===== config.mk =====
export PLATFORM = sky130hd
export DESIGN_NAME = sigmoid_backward
export DESIGN_NICKNAME = d
export VERILOG_FILES = /design/src/rtl/nn_fixed_pkg.sv /design/src/rtl/round_shift_half_up.sv /design/src/rtl/sigmoid_backward.sv
export SDC_FILE = /design/constraint.sdc
export NUM_CORES = 1
export LEC_CHECK = 0
export ABC_AREA = 1
export ABC_CLOCK_PERIOD_IN_PS = 5800
export CAP_MARGIN = 20
export CORE_UTILIZATION = 50
export CTS_CLUSTER_DIAMETER = 40
export DETAILED_ROUTE_END_ITERATION = 10
export PLACE_DENSITY = 0.74
export SETUP_SLACK_MARGIN = 0.15
export SLEW_MARGIN = 40
export SYNTH_ARGS = -nofsm -noshare
export SYNTH_HDL_FRONTEND = slang
export SYNTH_HIERARCHICAL = 1
export SYNTH_SLANG_ARGS = --single-unit

===== constraint.sdc =====
create_clock -name clk -period 5.8 [get_ports clk]
set_clock_uncertainty 0.15 [all_clocks]
set_input_delay 1.16 -clock clk [delete_from_list [all_inputs] [get_ports clk]]
set_output_delay 1.16 -clock clk [all_outputs]
set_load 0.01 [all_outputs]

===== src/rtl/nn_fixed_pkg.sv =====
// Shared signed fixed-point definitions for the activation datapath.
// Width, unity and rounding-offset helpers are functions so parameterised blocks can derive their own.
package nn_fixed_pkg;

  function automatic int fixed_width(input int int_bits, input int frac_bits);
    return 1 + int_bits + frac_bits;
  endfunction

  function automatic int fixed_one(input int frac_bits);
    return 1 << frac_bits;
  endfunction

  function automatic int fixed_round_ofs(input int frac_bits);
    return 1 << (frac_bits - 1);
  endfunction

  localparam int DEF_INT_BITS  = 7;
  localparam int DEF_FRAC_BITS = 8;
  localparam int W             = fixed_width(DEF_INT_BITS, DEF_FRAC_BITS);
  localparam int ONE           = fixed_one(DEF_FRAC_BITS);
  localparam int ROUND_OFS     = fixed_round_ofs(DEF_FRAC_BITS);

  typedef logic signed [W-1:0] fixed_t;

endpackage


===== src/rtl/round_shift_half_up.sv =====
// Signed right shift with round-half-up (toward +inf) rounding.
// One guard bit on the sum keeps the offset addition from overflowing.
module round_shift_half_up
  import nn_fixed_pkg::*;
#(
  parameter int IN_W  = 25,
  parameter int SHIFT = 8,
  parameter int OUT_W = 16
) (
  input  logic signed [IN_W-1:0]  din,
  output logic signed [OUT_W-1:0] dout
);

  localparam logic signed [IN_W:0] OFS = (IN_W+1)'(fixed_round_ofs(SHIFT));

  logic signed [IN_W:0] sum_s;

  // add half an LSB of the result, then arithmetic shift
  always_comb begin
    sum_s = $signed({din[IN_W-1], din}) + OFS;
    dout  = OUT_W'(sum_s >>> SHIFT);
  end

endmodule


===== src/rtl/sigmoid_backward.sv =====
// Sigmoid backward pass: dx = g * y * (1 - y), three-stage valid/ready pipeline
// with full backpressure, last-marker passthrough and an output handshake counter.
module sigmoid_backward
  import nn_fixed_pkg::*;
#(
  parameter int INT_BITS  = DEF_INT_BITS,
  parameter int FRAC_BITS = DEF_FRAC_BITS
) (
  input  logic                              clk,
  input  logic                              rst_n,
  input  logic                              in_valid,
  output logic                              in_ready,
  input  logic [FRAC_BITS:0]                in_y,
  input  logic signed [INT_BITS+FRAC_BITS:0] in_g,
  input  logic                              in_last,
  output logic                              out_valid,
  input  logic                              out_ready,
  output logic signed [INT_BITS+FRAC_BITS:0] out_dx,
  output logic                              out_last,
  output logic [15:0]                       out_count
);

  localparam int FW = fixed_width(INT_BITS, FRAC_BITS);
  localparam int YW = FRAC_BITS + 1;
  localparam int DW = 2 * YW;
  localparam int SW = FRAC_BITS + 1;
  localparam int PW = FW + FRAC_BITS + 1;
  localparam logic [YW-1:0] Y_ONE = YW'(fixed_one(FRAC_BITS));

  logic [YW-1:0]          y_c_s, y_om_s;
  logic [DW-1:0]          d_s;
  logic signed [SW-1:0]   s_s;
  logic signed [FW-1:0]   dx_s;
  logic                   ld1_s, ld2_s, ld3_s;

  logic                   v1_q, v1_d, l1_q, l1_d;
  logic signed [SW-1:0]   s1_q, s1_d;
  logic signed [FW-1:0]   g1_q, g1_d;
  logic                   v2_q, v2_d, l2_q, l2_d;
  logic signed [PW-1:0]   p2_q, p2_d;
  logic                   v3_q, v3_d, l3_q, l3_d;
  logic signed [FW-1:0]   dx3_q, dx3_d;
  logic [15:0]            cnt_q, cnt_d;

  // stage-1 derivative: clamp y to 1.0 so out-of-range inputs give zero slope
  always_comb begin
    if (in_y > Y_ONE) begin
      y_c_s = Y_ONE;
    end else begin
      y_c_s = in_y;
    end
    y_om_s = Y_ONE - y_c_s;
    d_s    = DW'(y_c_s) * DW'(y_om_s);
  end

  round_shift_half_up #(
    .IN_W  (DW + 1),
    .SHIFT (FRAC_BITS),
    .OUT_W (SW)
  ) u_round_s (
    .din  ($signed({1'b0, d_s})),
    .dout (s_s)
  );

  // |s| <= 0.25, so the rounded product always fits back into FW bits
  round_shift_half_up #(
    .IN_W  (PW),
    .SHIFT (FRAC_BITS),
    .OUT_W (FW)
  ) u_round_dx (
    .din  (p2_q),
    .dout (dx_s)
  );

  // valid/ready chaining and per-stage next state; a stage loads when empty or draining
  always_comb begin
    ld3_s = !v3_q || out_ready;
    ld2_s = !v2_q || ld3_s;
    ld1_s = !v1_q || ld2_s;

    v1_d = v1_q; s1_d = s1_q; g1_d = g1_q; l1_d = l1_q;
    v2_d = v2_q; p2_d = p2_q; l2_d = l2_q;
    v3_d = v3_q; dx3_d = dx3_q; l3_d = l3_q;
    cnt_d = cnt_q;

    if (ld1_s) begin
      v1_d = in_valid;
      if (in_valid) begin
        s1_d = s_s;
        g1_d = in_g;
        l1_d = in_last;
      end else begin
        s1_d = s1_q;
      end
    end else begin
      v1_d = v1_q;
    end

    if (ld2_s) begin
      v2_d = v1_q;
      if (v1_q) begin
        p2_d = PW'(g1_q) * PW'(s1_q);
        l2_d = l1_q;
      end else begin
        p2_d = p2_q;
      end
    end else begin
      v2_d = v2_q;
    end

    if (ld3_s) begin
      v3_d = v2_q;
      if (v2_q) begin
        dx3_d = dx_s;
        l3_d  = l2_q;
      end else begin
        dx3_d = dx3_q;
      end
    end else begin
      v3_d = v3_q;
    end

    if (v3_q && out_ready) begin
      cnt_d = cnt_q + 16'd1;
    end else begin
      cnt_d = cnt_q;
    end
  end

  // pipeline and counter registers
  always_ff @(posedge clk or negedge rst_n) begin
    if (!rst_n) begin
      v1_q  <= 1'b0;
      s1_q  <= '0;
      g1_q  <= '0;
      l1_q  <= 1'b0;
      v2_q  <= 1'b0;
      p2_q  <= '0;
      l2_q  <= 1'b0;
      v3_q  <= 1'b0;
      dx3_q <= '0;
      l3_q  <= 1'b0;
      cnt_q <= 16'd0;
    end else begin
      v1_q  <= v1_d;
      s1_q  <= s1_d;
      g1_q  <= g1_d;
      l1_q  <= l1_d;
      v2_q  <= v2_d;
      p2_q  <= p2_d;
      l2_q  <= l2_d;
      v3_q  <= v3_d;
      dx3_q <= dx3_d;
      l3_q  <= l3_d;
      cnt_q <= cnt_d;
    end
  end

  assign in_ready  = ld1_s;
  assign out_valid = v3_q;
  assign out_dx    = dx3_q;
  assign out_last  = l3_q;
  assign out_count = cnt_q;

endmodule

---- Word-level counts from Yosys, hierarchy flattened ----
Cells that the tools add are included.
W data, S select, Z words.
storage, ports and cells
  register bits ........................... 87
  bits in latches ......................... 0
  bits in writable memories ............... 0
  memory bits (read-only) ................. 0
  bits of input ports ..................... 30
  output and inout port bits .............. 35
  logic and storage cells ................. 29
  memories kept ........................... 0
operators by class
  add/subtract/negate cells ............... 4
  multiply operators ...................... 2
  div/mod/pow operators ................... 0
  magnitude comparators ................... 1
  equality and inequality tests ........... 0
  shift-type cells ........................ 0
  muxes and demuxes ....................... 1
  bitwise logic cells ..................... 0
  reduce and logical (&&, ||, !) cells .... 10
operators with widths
  cell                     number
  $add A24 B9 Y24 const B  1
  $mul A16 B9 Y24          1
  $add A17 B8 Y17 const B  1
  $mul A9 B9 Y17           1
  $add A16 B1 Y16 const B  1
  $gt A9 B9 Y1 const B     1
  $mux W9                  1
  $sub A9 B9 Y9 const A    1
  $reduce_and A2 Y1        3
  $logic_not A1 Y1         3
  $logic_or A1 B1 Y1       3
  $logic_and A1 B1 Y1      1

---- Logic depth before layout (Yosys ltp) ----
Gate-level depths: netlist (run 1).
  word-level depth ........................ 5
  mapped depth ............................ 34
  gate-level depth less buffers ........... 34

---- Hierarchy ----
The synthesis (run 1) kept the hierarchy.
by module, submodules not included
  module                             times used  cells each  area an instance (um2)  seq. area each (um2)
  sigmoid_backward                   1           1360        11501.0                 2202.1
  round_shift_half_up at u_round_dx  1           84          401.6                   0.0
  round_shift_half_up at u_round_s   1           41          197.7                   0.0

---- Worst setup path after synthesis (run 1) ----
OpenSTA, ideal clock, no wires.
  path type ............................... input port to flip-flop
  start point ............................. input port in_y[5]
  end point ............................... register s1_q[7]
  library setup time ...................... 128 ps
  arrival time ............................ 6589 ps
  required time ........................... 5522 ps
  path slack .............................. -1067 ps
  stages on the path ...................... 30
  buffers on the path ..................... 0
  cell sequence ........................... nor4_1 > nand2_1 > nand2_1 > nand2_2 > ha_1 > nand2_1 > nor2_1 > nand3_1 > ha_1 > inv_1 > nand2_1 > fa_1 > fa_1 > inv_1 > fa_1 > inv_1 > fa_1 > inv_1 > ha_1 > a21oi_1 > o21ai_0 > a21o_1 > a21oi_1 > xor2_1 > nand2_1 > nor2_1 > nand2_1 > nand2_1 > nand2_1 > mux2_1
between the ends
  longest elaborated chain between the ends .. 5
ends and longest elaborated chain
  item                    line                       text
  start: declaration      sigmoid_backward.sv:13     input logic [FRAC_BITS:0] in_y,
  $gt A9 B9 Y1            sigmoid_backward.sv:47     if (in_y > Y_ONE) begin
  $mux W9 *               sigmoid_backward.sv:47
  $sub A9 B9 Y9           sigmoid_backward.sv:52     y_om_s = Y_ONE - y_c_s;
  $mul A9 B9 Y17 *        sigmoid_backward.sv:53     d_s = DW'(y_c_s) * DW'(y_om_s);
  named net d_s[13]       sigmoid_backward.sv:31     logic [DW-1:0] d_s;
  $add A17 B8 Y17 *       round_shift_half_up.sv:20  sum_s = $signed({din[IN_W-1], din}) + OFS;
  named net s_s[7]        sigmoid_backward.sv:32     logic signed [SW-1:0] s_s;
  end signal: assignment  sigmoid_backward.sv:134    s1_q <= '0;
  end signal: assignment  sigmoid_backward.sv:146    s1_q <= s1_d;
  end: declaration        sigmoid_backward.sv:37     logic signed [SW-1:0] s1_q, s1_d;
The timed path passes the listed nets; every way through them passes the cells marked *.
A chain may end at the register's enable or synchronous reset.

---- Final worst setup path (run 1) ----
  start point ............................. input port in_y[1]
  end point ............................... register s1_q[6]
The elaborated chain is that of the path after synthesis.

==> results of run 1 <==
per-stage QoR:
stage | instances | util | setup slack, ns | instance area (um2)
2_1_floorplan | 1397 | - | -0.6348 | 11690
3_3_place_gp | 1783 | 0.5786 | -1.268 | 13100
3_5_place_dp | 1783 | 0.5787 | -1.351 | 13100
4_1_cts | 1813 | 0.6074 | -0.4909 | 13750
5_1_grt | 1825 | 0.6188 | -0.7960 | 14010
6_report | 1825 | 0.6188 | -0.5282 | 14010
cell type report:
class                   instances  area (um2)  share of cell area
clock inverters                 4       36.28            0.002590
well taps                     285       356.6             0.02545
repair buffers                169        1445              0.1031
inverters                     303        1140             0.08135
clock buffers                  12       256.5             0.01831
flip-flops and latches         80        2002              0.1429
multi-input cells             972        8775              0.6263
registers in the layout, indices dropped and copies added, names as in the netlist:
signal     flops
g1_q          16
v2_q           1
out_dx        16
out_last       1
s1_q           9
l2_q           1
p2_q          17
l1_q           1
out_count     16
v1_q           1
out_valid      1
per-layer routing:
metal  share of wire  wire length [um]
met2            0.47             12170
met1            0.46             11960
met3           0.062              1595
met4          0.0068               176
met5               0                 0
worst max-delay path by stage:
| stage | slack (ns) | end | startpoint | cells after the start |
|---|---|---|---|---|
| 2_1_floorplan | -0.63 | s1_q[7] | in_y[4] | 31 |
| 3_3_place_gp | -1.27 | s1_q[6] | in_y[8] | 25 |
| 3_5_place_dp | -1.35 | s1_q[7] | in_y[4] | 28 |
| 4_1_cts | -0.49 | s1_q[7] | in_y[5] | 32 |
| 5_1_grt | -0.80 | s1_q[8] | in_y[5] | 30 |
| 6_report | -0.53 | s1_q[6] | in_y[1] | 29 |
worst min-delay path: stages, from the launching register on:
cell and delay (ns):
dfrtp_1 0.36, inv_2 0.04, nand2_1 0.05
what timing repair did:
item / CTS / global route
gates resized for setup: 88 / 40
pin swaps: 55 / 33
setup endpoints to repair: 9 / 9
buffers inserted: 14 / 12
==> metrics.cfg, run 1 <==
[outcome]
status=finished with violations
violations=setup timing

[clocking]
htree_levels=3
clkTransAtPathRegs_ns=0.06
cts_hold_buf=0
cts_tree=built
root_buffer=clkbuf_16
cts_buffer_depth=2
clock_sinks=80
worstSkewPairLatency_ns=0.35
numCtsBuffers=9

[floorplanning]
start_util=0.5094
row_count=55
die_area_um2=23680
io_pins=65
core_um2=22640
die_x_um=153.9
die_y_um=153.9

[finish]
drive_above_1_share=0.1851
antenna_cells=0
nets=1837
final_cell_mix=nand2_1, inv_1, fa_1
layout_commonest_cell=nand2_1
syn2layout_area_growth_pct=21.48
fill_cells=1857

[routing]
ant_nets=0
viasPerCell=5.050
drt_iter0_markers=577
num_vias=9216
wire_per_inst_um=14.19
firstDrtPassIters=4
route.detailed.drc=0
drt_wl_total_mm=25.90

[worst_setup_path]
r2r_end=p2_q[21]
reg2reg_depth=17
crit_required_ns=5.88
slowest_delay_ns=0.52
crit_path_frequent_cell=nand2_1
rrSetupSlack_ns=0.58
startpoint_type=input port
crit_slowest_cell=fa_1
worstSetupEndpointType=register
critPathBufInv=5
cp_data_arrival_time_ns=6.41
crit_family=adder cells
worstPathMaxFanout=6
r2r-start=s1_q[8]
worstSetupPathType=input port to register

[global_route]
grt_pass1_vias=9506
grt_pass1_wl_mm=44.42
use_met1=0.3280
top_usage_layer=met2
grtUsageMet2=0.3781
grt_max_degree=81
met3_usage=0.04312
grt-ovfl-total=0
track_usage=0.2321
antenna_found_initial=0

[sta]
rsz0062_at_grt=yes
setup_viol=9
worst_hold_slack_ns=0.3353
fmax_ghz=0.1580
final-max-slew-violation-count=0
post-route-period-util=1.091
setup_ws_ns=-0.5282
period_needed_ns=6.328
maxSlewHeadroom=0.5151
tns_ns=-4.025
finalHoldViolCount=0
tightest_slew_ns=0.7274

[synthesis]
syn-num-nets=1699
avgSynthCellArea_um2=8.256
yosys_warnings=6
synth.cell_area_um2=11530
syn_inst=1397

[flow_run]
drv_cap=0

[placed_design]
place.gp.congestion=0.9411
dpl.hpwl_mm=20.46
port_buffers=64

[hold_path]
hold_path_depth=2
hold_path.class=register to register
min_to=out_valid
hp-start=v2_q

Power of run 1 is not shown: default switching activity piles up to over one toggle a cycle in this logic, so the estimate is an artifact.
==> run 2: changes to the inputs <==
--- a/config.mk
+++ b/config.mk
@@ -8,6 +8,7 @@
 export ABC_AREA = 1
 export ABC_CLOCK_PERIOD_IN_PS = 5800
 export CAP_MARGIN = 20
+export CORE_MARGIN = 2
 export CORE_UTILIZATION = 50
 export CTS_CLUSTER_DIAMETER = 40
 export DETAILED_ROUTE_END_ITERATION = 10
==> run 2 against run 1 <==
  * The run still ends with setup timing left
  * Die area up 2.6%
  * Flip-flop and latch count did not move
  * Global-route usage down 0.47 points
  * Critical path depth grew 4
  * Setup slack worse by 0.18 ns
  * Wire length rose by 0.77%
  * Non-clock buffer count up 4
  * Hold slack improved by 0.018 ns
  * First-iteration DRC count decreased by 0.52%
==> metrics.cfg, run 2 (synthesis gave the netlist of run 1 again) <==
[global_route]
met3_usage=0.03861  ; was 0.04312
use_met1=0.3150  ; was 0.3280
grt_pass1_vias=9689  ; was 9506
grt_pass1_wl_mm=44.66  ; was 44.42 mm
grt_max_degree=81  ; unchanged
grt-ovfl-total=0  ; unchanged
track_usage=0.2273  ; was 0.2321
top_usage_layer=met2  ; unchanged
grtUsageMet2=0.3755  ; was 0.3781
antenna_found_initial=0  ; unchanged

[finish]
drive_above_1_share=0.1911  ; was 0.1851
final_cell_mix=nand2_1, inv_1, fa_1  ; unchanged
layout_commonest_cell=nand2_1  ; unchanged
syn2layout_area_growth_pct=22.16  ; was 21.48%
stdcell_count=1829  ; was 1825
multi_input_area_um2=8815  ; was 8775 um2
antenna_cells=0  ; unchanged
fin_util=0.6223  ; was 0.6188
fill_cells=1878  ; was 1857
top_register=p2_q  ; unchanged
nets=1841  ; was 1837
largest_register_ffs=17  ; unchanged
seq_area_um2=2002  ; unchanged

[flow_run]
drv_cap=0  ; unchanged

[routing]
drt_iter0_markers=574  ; was 577
drt_wl_total_mm=26.10  ; was 25.90 mm
wire_per_inst_um=14.27  ; was 14.19 um
route.detailed.drc=0  ; unchanged
viasPerCell=5.091  ; was 5.050
num_vias=9311  ; was 9216
firstDrtPassIters=5  ; was 4
ant_nets=0  ; unchanged

[clocking]
clkTransAtPathRegs_ns=0.07  ; was 0.06 ns
htree_levels=3  ; unchanged
cts_tree=built  ; unchanged
cts_buffer_depth=2  ; unchanged
root_buffer=clkbuf_16  ; unchanged
clock_sinks=80  ; unchanged
numCtsBuffers=9  ; unchanged
worstSkewPairLatency_ns=0.34  ; was 0.35 ns

[worst_setup_path]
slowest_delay_ns=0.49  ; was 0.52 ns
crit_slowest_cell=fa_1  ; unchanged
worstSetupPathType=input port to register  ; unchanged
crit_family=adder cells  ; unchanged
startpoint_type=input port  ; unchanged
worstSetupEndpointType=register  ; unchanged
cp_data_arrival_time_ns=6.59  ; was 6.41 ns
crit_required_ns=5.88  ; about the same
worstPathMaxFanout=4  ; was 6
critPathBufInv=7  ; was 5

[hold_path]
hold_path.class=register to register  ; unchanged

[placed_design]
dp.cells=1788  ; was 1783
pre_cts_ws_ns=-1.416  ; was -1.351 ns
dpl.hpwl_mm=20.61  ; was 20.46 mm
port_buffers=64  ; unchanged
place.gp.congestion=0.9343  ; was 0.9411

[sta]
tightest_slew_ns=0.7325  ; was 0.7274 ns
post-route-period-util=1.122  ; was 1.091
setup_viol=9  ; unchanged
fmax_ghz=0.1537  ; was 0.1580 GHz
period_needed_ns=6.508  ; was 6.328 ns
maxSlewHeadroom=0.5117  ; was 0.5151
rsz0062_at_grt=yes  ; unchanged
final-max-slew-violation-count=0  ; unchanged
finalHoldViolCount=0  ; unchanged
setup_ws_ns=-0.7076  ; was -0.5282 ns
worst_hold_slack_ns=0.3531  ; was 0.3353 ns

[floorplanning]
row_count=55  ; unchanged
die_x_um=155.9  ; was 153.9 um
die_y_um=155.9  ; was 153.9 um
core_um2=22640  ; unchanged
start_util=0.5094  ; unchanged
io_pins=65  ; unchanged
die_area_um2=24300  ; was 23680 um2

[outcome]
status=finished with violations  ; unchanged
violations=setup timing  ; unchanged

run 2: cell types whose count changed in the layout (fill, tap and decap cells not counted), moves of 4 or more:
cell	change
nand2_1	-4
nor2_2	-4
nand3_2	-4
nand2_2	+4
run 2: final timing paths:
check	startpoint	endpoint	slack (ns)	depth (start not counted)
max	in_y[1]	s1_q[7]	-0.71	33
min	out_dx[2]	out_dx[2]	0.35	1
max reg2reg	s1_q[8]	p2_q[21]	0.57	17
min reg2reg	out_dx[2]	out_dx[2]	0.35	1
max in group asynchronous	rst_n	g1_q[12]	4.29	1
min in group asynchronous	rst_n	out_dx[3]	0.71	1
run 2: repair_timing:
action | CTS | global route
pin swaps | 46 | 34
endpoints found under the setup margin | 9 | 9
gates resized for setup | 75 | 54
hold buffers | 0 | 0
buffers inserted | 21 | 4
run 2: cell type report:
cell class | count | share of cell area
Multi-Input combinational cell | 972 | 0.6256
Timing Repair Buffer | 173 | 0.1043
Sequential cell | 80 | 0.1421
Inverter | 303 | 0.08072
Clock buffer | 9 | 0.01598
Clock inverter | 7 | 0.006039
Tap cell | 285 | 0.02531
run 2: per-stage QoR:
step | cell area, um2 | setup TNS (ns)
after detailed placement | 13140 | -11.26
after floorplan | 11690 | -4.310
after CTS | 13800 | -4.510
after global placement | 13140 | -10.32
final | 14090 | -5.128
after global routing | 14090 | -7.237
run 2: metal layers:
metal	wire [um]	vias up
met4	370	0
met1	11750	4544
met5	0	-
li1	-	4430
met2	12240	301
met3	1745	36
Power of run 2 is left out for the same reason.
